$ cat src/rtl/b06_peripheral.sv
// Responder for the b06 interrupt handler: tracks pending enable/interrupt requests,
// drives EQL/CONT_EQL and grant pulses. Define B06_PERIPH_CHECK_EN to build the protocol checker.
module b06_peripheral #(
    parameter int CNT_W       = 4,
    parameter int LIMIT       = 10,
    parameter int HOLD_CYCLES = 2
) (
    input  logic       clock,
    input  logic       rst_n,
    input  logic [1:0] CC_MUX,
    input  logic [1:0] USCITE,
    input  logic       ENABLE_COUNT,
    input  logic       ACKOUT,
    output logic       EQL,
    output logic       CONT_EQL,
    input  logic       en_req,
    input  logic       intr_req,
    output logic       en_grant,
    output logic       intr_grant,
    output logic       busy,
    output logic       proto_err
);

    localparam logic [3:0]       HOLD_M1  = 4'(HOLD_CYCLES - 1);
    localparam logic [CNT_W-1:0] LIMIT_M1 = CNT_W'(LIMIT - 1);

    logic             pend_en_reg, pend_en_next;
    logic             pend_intr_reg, pend_intr_next;
    logic [3:0]       hold_reg, hold_next;
    logic [CNT_W-1:0] cnt_reg, cnt_next;
    logic [1:0]       cc_prev_reg, usc_prev_reg;
    logic             eql_reg, eql_next;
    logic             cont_eql_reg;
    logic             en_grant_reg, intr_grant_reg;
    logic             busy_reg, busy_next;

    logic en_det, intr_det, ack_entry, wrap;

    always_comb begin
        en_det    = (cc_prev_reg == 2'b11) && (CC_MUX == 2'b01);
        intr_det  = (USCITE == 2'b11) && (usc_prev_reg != 2'b11);
        ack_entry = (CC_MUX == 2'b11) && (cc_prev_reg != 2'b11);

        // A new request in the grant cycle wins over the clear.
        pend_en_next   = en_req   | (pend_en_reg   & ~en_det);
        pend_intr_next = intr_req | (pend_intr_reg & ~intr_det);

        hold_next = '0;
        if (ack_entry)
            hold_next = HOLD_M1;
        else if ((CC_MUX == 2'b11) && (hold_reg != 4'd0))
            hold_next = hold_reg - 4'd1;

        // EQL follows the post-update pend flags so a grant drops it on the same edge.
        eql_next = 1'b0;
        case (CC_MUX)
            2'b01:   eql_next = pend_en_next;
            2'b10:   eql_next = pend_intr_next;
            2'b11:   eql_next = ack_entry | (hold_reg != 4'd0);
            default: eql_next = 1'b0;
        endcase

        wrap     = ENABLE_COUNT && (cnt_reg == LIMIT_M1);
        cnt_next = cnt_reg;
        if (wrap)
            cnt_next = '0;
        else if (ENABLE_COUNT)
            cnt_next = cnt_reg + 1'b1;

        busy_next = pend_en_next | pend_intr_next | (hold_next != 4'd0);
    end

    always_ff @(posedge clock or negedge rst_n) begin
        if (!rst_n) begin
            pend_en_reg    <= 1'b0;
            pend_intr_reg  <= 1'b0;
            hold_reg       <= '0;
            cnt_reg        <= '0;
            cc_prev_reg    <= 2'b00;
            usc_prev_reg   <= 2'b00;
            eql_reg        <= 1'b0;
            cont_eql_reg   <= 1'b0;
            en_grant_reg   <= 1'b0;
            intr_grant_reg <= 1'b0;
            busy_reg       <= 1'b0;
        end else begin
            pend_en_reg    <= pend_en_next;
            pend_intr_reg  <= pend_intr_next;
            hold_reg       <= hold_next;
            cnt_reg        <= cnt_next;
            cc_prev_reg    <= CC_MUX;
            usc_prev_reg   <= USCITE;
            eql_reg        <= eql_next;
            cont_eql_reg   <= wrap;
            en_grant_reg   <= en_det;
            intr_grant_reg <= intr_det;
            busy_reg       <= busy_next;
        end
    end

`ifdef B06_PERIPH_CHECK_EN
    logic proto_err_reg;

    always_ff @(posedge clock or negedge rst_n) begin
        if (!rst_n)
            proto_err_reg <= 1'b0;
        else if ((ENABLE_COUNT != ACKOUT) || (USCITE == 2'b10))
            proto_err_reg <= 1'b1;
    end

    assign proto_err = proto_err_reg;
`else
    logic unused_ackout;
    assign unused_ackout = ACKOUT;
    assign proto_err     = 1'b0;
`endif

    assign EQL        = eql_reg;
    assign CONT_EQL   = cont_eql_reg;
    assign en_grant   = en_grant_reg;
    assign intr_grant = intr_grant_reg;
    assign busy       = busy_reg;

endmodule
$ cat config.mk
export PLATFORM = sky130hd
export DESIGN_NAME = b06_peripheral
export DESIGN_NICKNAME = d
export VERILOG_FILES = /design/src/rtl/b06_peripheral.sv
export SDC_FILE = /design/constraint.sdc
export NUM_CORES = 1
export LEC_CHECK = 0
export BUFFER_PORTS_ARGS = -buffer_cell sky130_fd_sc_hd__buf_2
export CAP_MARGIN = 20
export CORE_ASPECT_RATIO = 1.1
export CORE_MARGIN = 5
export CORE_UTILIZATION = 40
export DETAILED_ROUTE_END_ITERATION = 8
export HOLD_SLACK_MARGIN = 0.15
export PLACE_DENSITY_LB_ADDON = 0.2
export SYNTH_ARGS = -nofsm -noshare
export SYNTH_HDL_FRONTEND = slang
export SYNTH_SLANG_ARGS = --single-unit
$ cat constraint.sdc
create_clock -name clock -period 1.5 [get_ports clock]
set_clock_uncertainty 0.15 [all_clocks]
set_input_delay 0.075 -clock clock [delete_from_list [all_inputs] [get_ports clock]]
set_output_delay 0.075 -clock clock [all_outputs]
set_load 0.01 [all_outputs]
Word-level counts from Yosys, hierarchy flattened
Cells that the tools add are included.

$add $sub $neg: 2. Reduce and logical (&&, ||, !) cells: 8. Eq/ne operators: 8. Multiplexer cells: 5. Bitwise operators: 9.

Operators with widths (number): 2-to-1 mux 4 bit (4); equality test 2 bit (second input constant) (4); nonzero test 4 bit (2); logical AND 1 bit (5); bitwise OR 1 bit (5); adder 4 x 1 -> 4 bit (second input constant) (1); equality test 4 bit (second input constant) (1); != test 2 bit (second input constant) (2); subtractor 4 x 1 -> 4 bit (second input constant) (1); one-hot mux 1 bit (3 select lines) (1); bitwise AND 1 bit (2); equality test 2 x 1 -> 1 bit (second input constant) (1); inverter 1 bit (2); nonzero test 2 bit (1).

Word-level logic and storage cells: 43. Input bits: 10. Bits in registers: 19. Output and inout port bits: 6.

Depth between registers and ports, before layout
Gate-level depths: netlist of the first run.

Word-level depth: 7. Depth in mapped cells: 6. Depth with buffers taken out: 6.

Worst setup path after synthesis of the first run
OpenSTA, ideal clock, no wires.

Path type: register to register. Start: reg cnt_reg[1]. End: reg cnt_reg[0]. Arrival: 1.161 ns. Cell stages (with the launch flop): 7. Clock period less this slack: 1.436 ns. Path buffers: 0. Setup slack: 0.064 ns. Path through: dfrtp_1 -> inv_1 -> ha_1 -> nand2_1 -> nor3b_2 -> nor2_1 -> mux2_2.

Word-level cells in the longest chain between the ends: 3.

Ends and longest elaborated chain: start: declaration (line 30) `logic [CNT_W-1:0] cnt_reg, cnt_next;`; start signal: assignment (line 90) `cnt_reg <= cnt_next;`; equality test 4 bit * (line 63) `wrap = ENABLE_COUNT && (cnt_reg == LIMIT_M1);`; logical AND 1 bit * (line 63); net wrap (line 37) `logic en_det, intr_det, ack_entry, wrap;`; 2-to-1 mux 4 bit or nonzero test 2 bit (tied branches).

Mark *: on every way through the listed nets, which the timed path passes. The rest lies on a longest branch. A chain may end at the register's enable or synchronous reset.

Worst setup path after layout of the first run
Start: reg hold_reg[0]. End: reg hold_reg[3].

Word-level cells in the longest chain between the ends: 4.

Ends and longest elaborated chain: start: declaration (line 29) `logic [3:0] hold_reg, hold_next;`; start signal: assignment (line 89) `hold_reg <= hold_next;`; parallel branches: the longest is 2 deep, another holds subtractor 4 x 1 -> 4 bit; 2-to-1 mux 4 bit * (line 51) `else if ((CC_MUX == 2'b11) && (hold_reg != 4'd0))`; 2-to-1 mux 4 bit * (line 49) `if (ack_entry)`; net hold_next[3] (line 29).

Mark *: on every way through the listed nets, which the timed path passes.

==> impl_results.md, run 1 <==
- Die height: 57.33 µm
- FF-to-FF setup slack: 50 ps
- Starting utilization of the core area: 0.4118
- CTS tree: built
- Skew-Pair Late Insertion Delay: roughly 300 ps
- Vias per Instance: about 4.7
- Routed wire length per instance: between 10 and 15 µm
- ANT cells: 0
- Cell repeated most along the worst path: buf_4
- Period minus WS final: ~1400 ps
- Global router's overall resource usage: 0.1117
- Io pins: 16
- Final HPWL DP: roughly 1000 µm
- Drt total wl: 1579 µm
- Die Area: 3040 µm²
- Outcome: completed
- Cell Pwr Density: between 1000 and 1500 nW/µm²
- Cells along the critical path: buf_4 -> buf_4 -> or3_4 -> nor3_2 -> a21oi_1 -> nor2_1
- Clock edge transition at the registers on the reported setup and hold paths: 110 ps
- Global-route wire length before repair: between 2000 and 3000 µm
- Number of port buffers: 13
- Total nets after synthesis: 90
- Non-filler instance count after layout: 136
- Instance count of the mapped netlist: 76
- Aggregate global routing overflow: 0
- Count of pins over their slew limit: 0
- Maximum resistive drop on vdd: 0.8701 mV
- Required time of the worst setup path: 1590 ps
- Die width: 53.03 µm
- Crit Path Max Fanout: 2
- Fmax achieved: between 600 and 700 MHz
- Worst R2R Start: hold_reg[0]
- Cell with the largest stage delay on the worst path: dfrtp_1
- Startpoint of the lowest-slack hold path: USCITE[0]
- Number of sinks on the clock net: 19
- Type of the most critical hold path: input port to register
- Detailed-routing iteration count for the pre-antenna-repair pass: 4
- Routed Antenna Nets: 0
- Area of the mapped netlist: 814.5 µm²
- Element type at the critical path start: register
- Root buffer cell: clkbuf_4
- Most common cell after layout, fill and taps aside: dfrtp_1
- Maximum number of pins on one net before global-route repair: 20
- Synth unique cells: 26
- Synth Warn #: 0
- Clock buffers created by TritonCTS: 3
- Setup crit end kind: register
- Launch point of the worst path: hold_reg[0]
- Drt initial violations: 6
- Flops & latches, synth: 19
- Vias in the first global route: roughly 630
- Highest-count cells in the layout ignoring fill and taps: 19 x dfrtp_1, 13 x buf_2, 9 x dlygate4sd3_1, 7 x nand2_1, 7 x buf_4
- Final period utilization: 0.9645
- Final Hold Violating Endpoints: 0
- Gp weighted congestion: 0.6892
- Fraction of the core area covered by cells at the end of the flow: 0.5724
- Layout area overhead: 39.02%
- Floorplan row count: 17
- Number of placed instances with taps included: 119
- Share of final-layout standard cells stronger than drive strength 1: 0.3704
- Total DRC errors in the routed layout: 0
- Static leakage power: between 0.5 and 0.6 nW
- Sequential cell area fraction in the yosys report: 0.5837
- Number of buffers between clock root and the deepest sink: 2
- H-tree Lvls: 1
- Number of setup violations in the final report: 0
- Unrepaired setup endpoints after global routing: yes
- Syn Area/Cell: 10.72 µm²
- Number of maximum-capacitance constraint violations: 0
- Data arrival time of the critical path: 1540 ps
- Worst Path Class, Setup: register to register
- Worst path max stage delay: 400 ps
- Total number of nets in the final design: approximately 120
- Core Region: 1978 µm²
- Vias: between 600 and 700
- Initial antenna violation count: 0
power breakdown:
part	internal (W)	switching, W	total [W]
combinational	0.000210	0.000163	0.000373
clock	0.0000995	0.000157	0.000256
sequential	0.000583	0.0000709	0.000654
kinds of logic after synthesis:
family | Yosys count | share of synthesized area
and+or+nand+nor | 27 | 0.1720
AOI/OAI and AO/OA | 14 | 0.1075
adders and majority gates | 4 | 0.06145
other | 1 | 0.004604
DFF | 19 | 0.5837
muxes | 1 | 0.01382
buffers and inverters | 9 | 0.04609
xor gates and xnor gates | 1 | 0.01075
routing by layer:
metal  vias to the layer above  routed length (µm)  global-route usage
met5                         -                   0                   0
met4                         0                  44             0.06569
met3                         6                  56             0.02089
met2                        11                 831              0.1897
met1                       299                 648              0.1275
li1                        318                   -                   -
final timing paths:
| path | endpoint | cells past startpoint |
|---|---|---|
| setup / recovery | hold_reg[3] | 6 |
| hold / removal | usc_prev_reg[0] | 2 |
| setup reg to reg | hold_reg[3] | 6 |
| hold reg to reg | pend_en_reg | 2 |
| max in group asynchronous | cnt_reg[3] | 3 |
| min in group asynchronous | usc_prev_reg[0] | 3 |
synthesized netlist by cell type:
library cell	instances	area, µm²
dfrtp_1	19	475.5
nand2_1	9	33.78
inv_1	7	26.28
nor2_1	6	22.52
a21oi_1	4	20.02
ha_1	4	50.05
nand2b_1	3	18.77
nand3_1	3	15.01
a211oi_1	2	15.01
o21ai_1	2	10.01
o22ai_1	2	12.51
a21oi_2	1	8.760
a22o_1	1	8.760
buf_4	1	7.510
conb_1	1	3.750
inv_2	1	3.750
mux2_2	1	11.26
nand4_1	1	6.260
nand4b_1	1	8.760
nor3_1	1	5.000
nor3b_2	1	12.51
o211ai_1	1	7.510
o21ai_0	1	5.000
or3_1	1	6.260
or3_4	1	11.26
xnor2_1	1	8.760
area by class of cell:
class / instances / area (µm²)
inverter: 8 / 30.03
timing repair buffer: 29 / 207.7
clock buffer: 3 / 22.52
fill: 188 / 845.8
multi-input combinational: 48 / 356.6
sequential: 19 / 475.5
tap: 28 / 35.03
clock inverter: 1 / 5.005
stage by stage:
stage	total power [W]	setup slack [ps]	area (µm²)	hold WS, ps	TNS, ps
2_1_floorplan	0.0008251	63.89	814.5	-370.6	0
3_3_place_gp	0.0009115	26.45	929.6	-121.1	0
3_5_place_dp	0.0009236	-20.48	929.6	-113.0	-20.48
4_1_cts	0.001202	1.210	1062	264.5	0
5_1_grt	0.001370	-20.43	1132	282.6	-56.03
6_report	0.001283	53.19	1132	273.1	0
worst max-delay path, delay by kind of cell, from the launching register on:
kind	cells	cell delay (ps)
DFF	1	400
AOI/OAI and AO/OA	1	60
buffers and inverters	2	260
and+or+nand+nor	3	530
timing repair:
action,CTS,global route
resized for setup,1,13
setup buffers,1,3
hold buffers,9,0
pin swaps,2,5
endpoints found under the setup margin,1,3
hold endpoints to repair,38,0
(Power assumes the default switching activity.)
==> inputs of run 2 (changes only) <==
Settings changed: ABC_AREA set to 1.
==> run 2 against run 1 <==
Effect of this change:
- clock power is 2% higher
- worst setup slack better by 71 ps
- register-to-register slack better by 70 ps
- via count is 0.63% lower
- synthesized cell count is 18% higher
- critical path depth is 1 lower
- sequential share of layout area is 2.4 points higher
- final cell count is 4.4% higher
- flip-flop and latch count stayed put
- total power is 15% lower
- highest routed layer unchanged
==> impl_results.md, run 2 <==
- Number of port buffers: 13 (unchanged)
- Drt initial violations: 2 (-4)
- Routed wire length per instance: 9.148 µm (-21%)
- Drt total wl: 1299 µm (-18%)
- Number of flops mapped to enable cells by yosys: 0 (unchanged)
- Die height: 58.76 µm (+2.5%)
- Vias: 630 (-0.63%)
- Final period utilization: 0.9170 (-0.04757)
- Floorplan row count: 17 (unchanged)
- Area of the mapped netlist: 864.6 µm² (+6.1%)
- ANT cells: 0 (unchanged)
- Sequential group share of total power: 0.563 (+0.053)
- Vias in the first global route: 572 (-8.6%)
- Combinational Power Share: 0.198 (-0.093)
- Area of the multi-input gates: 325.3 µm² (-8.8%)
- Leading cell types by count after synthesis: 19 x dfrtp_1, 19 x nand2_1, 12 x inv_1
- Aggregate global routing overflow: 0 (unchanged)
- Core Region: 2042 µm² (+3.2%)
- Count of pins over their slew limit: 0 (unchanged)
- Required time of the worst setup path: 1530 ps (-60 ps)
- Fraction of post-synthesis cell area in the top cell type by area: 0.5499 (-0.03379)
- Main flop type after synthesis: dfrtp_1
- Total nets after synthesis: 104 (+16%)
- Instance count of the mapped netlist: 90 (+18%)
- Number of sinks on the clock net: 19 (unchanged)
- Element type at the critical path start: register
- Setup crit end kind: register
- Root buffer cell: clkbuf_4
- Unrepaired setup endpoints after global routing: no
- Detailed-routing iteration count for the pre-antenna-repair pass: 2 (-2)
- Starting utilization of the core area: 0.4234 (+0.01164)
- Ys async rst share: 1.000 (unchanged)
- Worst path max stage delay: 370 ps (-30 ps)
- Category of cells accounting for the largest share of critical-path delay: flip-flops
- Cell Pwr Density: 1022 nW/µm² (-9.8%)
- Number of filler cells placed in the layout: 205 (+9.0%)
- Net switching power figure: 0.0003234 W (-17%)
- Gp weighted congestion: 0.7099 (+3.0%)
- Cells along the critical path: inv_1 -> ha_2 -> nand2_4 -> o21ai_0 -> nand3_1
- CTS tree: built
- Summed negative setup slack over all endpoints: 0 ps (unchanged)
- Final Hold Violating Endpoints: 0 (unchanged)
- Global-route wire length before repair: 2339 µm (-6.6%)
- Routed Antenna Nets: 0 (unchanged)
- Number of maximum-capacitance constraint violations: 0 (unchanged)
- Io pins: 16 (unchanged)
- Clock buffers created by TritonCTS: 3 (unchanged)
- Vias per Instance: 4.437 (-4.8%)
- Number of placed instances with taps included: 129 (+8.4%)
- Static leakage power: 0.5612 nW (+5.4%)
- Highest-count cells in the layout ignoring fill and taps: 19 x dfrtp_1, 19 x nand2_1, 13 x buf_2, 12 x inv_1, 9 x dlygate4sd3_1
- Count of buffering cells on the critical path with inverters included: 1 (-1)
- Total number of nets in the final design: 129 (+4.9%)
- Relative contribution of the clock network to total power: 0.239 (+0.039)
- Period minus WS final: 1375 ps (-71.35 ps)
- Worst Path Class, Setup: register to register
- Top post-synthesis cells by area: dfrtp_1 55%, nand2_1 8.2%, ha_1 5.8%, inv_1 5.2%, nand3_1 4.6%
- Type of the most critical hold path: input port to register
- Maximum number of pins on one net before global-route repair: 20 (unchanged)
- Layout area overhead: 24.02%
- Area used by sequential logic in the layout: 475.5 µm² (unchanged)
- Outcome: completed
- Final HPWL DP: 1014 µm (-1.3%)
- Cell with the largest stage delay on the worst path: dfrtp_1
- Synth Warn #: 0 (unchanged)
- Maximum resistive drop on vdd: 0.7635 mV (-12%)
- Total DRC errors in the routed layout: 0 (unchanged)
- Fmax achieved: 727.0 MHz (+5.2%)
- Switching part of the total: 0.2952 (-0.009144)
- Non-filler instance count after layout: 142 (+4.4%)
- Clock edge transition at the registers on the reported setup and hold paths: 110 ps (about the same)
- Flops & latches, synth: 19 (unchanged)
- Die width: 54.33 µm (+2.5%)
- Die Area: 3192 µm² (+5.0%)
- Number of buffers between clock root and the deepest sink: 2 (unchanged)
- Internal Dissipation: 0.0007721 W (-13%)
- Number of setup violations in the final report: 0 (unchanged)
- Data arrival time of the critical path: 1410 ps (-130 ps)
- Crit Path Max Fanout: 5 (+3)
- Skew-Pair Late Insertion Delay: 300 ps (about the same)
- Global router's overall resource usage: 0.1025 (-0.009180)
- Syn Area/Cell: 9.606 µm² (-10%)
- H-tree Lvls: 1 (unchanged)
- Sequential cell area fraction in the yosys report: 0.5499 (-0.03379)
- Share of final-layout standard cells stronger than drive strength 1: 0.2544 (-0.1160)
- Synth unique cells: 24 (-7.7%)
- Largest area contributor in the synthesized netlist: dfrtp_1
- Initial antenna violation count: 0 (unchanged)
[run 2: final timing paths]
check	start	to	slack, ps	depth (start not counted)
setup / recovery	hold_reg[0]	EQL	120	5
hold / removal	USCITE[1]	usc_prev_reg[1]	260	2
setup reg to reg	hold_reg[0]	EQL	120	5
hold reg to reg	pend_intr_reg	pend_intr_reg	370	2
max in group asynchronous	rst_n	hold_reg[0]	320	3
min in group asynchronous	rst_n	cnt_reg[2]	590	3
[run 2: worst register-to-register path, cell delays in order, from the launching register on]
cell and delay (ps):
dfrtp_1 370, inv_1 130, ha_2 220, nand2_4 70
o21ai_0 200, nand3_1 120
[run 2: metal layers]
metal  share of wire  global-route usage  vias to the layer above
met5               0                   0                        -
met4           0.038             0.07473                        0
met3           0.053             0.02278                        5
met2            0.45              0.1436                       14
met1            0.46              0.1358                      284
li1                -                   -                      327
[run 2: stage by stage]
stage / hold WS (ps) / power [W] / setup WS, ps / cell area (µm²) / utilization
after CTS: 257.7 / 0.001109 / 115.3 / 1070 / 0.5239
after floorplan: -370.6 / 0.0007693 / 236.8 / 864.6 / -
after global placement: -117.1 / 0.0008193 / 160.8 / 952.2 / 0.4663
after detailed placement: -116.5 / 0.0008313 / 124.8 / 952.2 / 0.4663
after global routing: 267.6 / 0.001172 / 10.34 / 1072 / 0.5251
final: 260.4 / 0.001095 / 124.5 / 1072 / 0.5251
[run 2: power groups by stage]
stage               Sequential (W)  Combinational [W]  Clock (W)
floorplan                 0.000624           0.000145          0
global placement          0.000625           0.000194          0
detailed placement        0.000628           0.000203          0
CTS                       0.000617           0.000221   0.000271
global route              0.000626           0.000261   0.000285
finish                    0.000617           0.000216   0.000262
[run 2: layout make-up]
type | count | area share
Clock inverter | 1 | 0.004667
Clock buffer | 3 | 0.02100
Multi-Input combinational cell | 55 | 0.3034
Tap cell | 28 | 0.03267
Timing Repair Buffer | 22 | 0.1447
Inverter | 14 | 0.05017
Sequential cell | 19 | 0.4434
[run 2: what timing repair did]
action,in CTS,in global routing
buffers inserted,0,0
gates resized for setup,0,1
endpoints found under the setup margin,0,1
hold buffers,9,0
endpoints found under the hold margin,38,0
[run 2: kinds of logic after synthesis]
family                     synth area share
xor gates and xnor gates            0.02026
DFF                                  0.5499
adders and majority gates           0.05789
and+or+nand+nor                      0.2446
buffers and inverters               0.07668
other                              0.004337
AOI/OAI and AO/OA                   0.04631
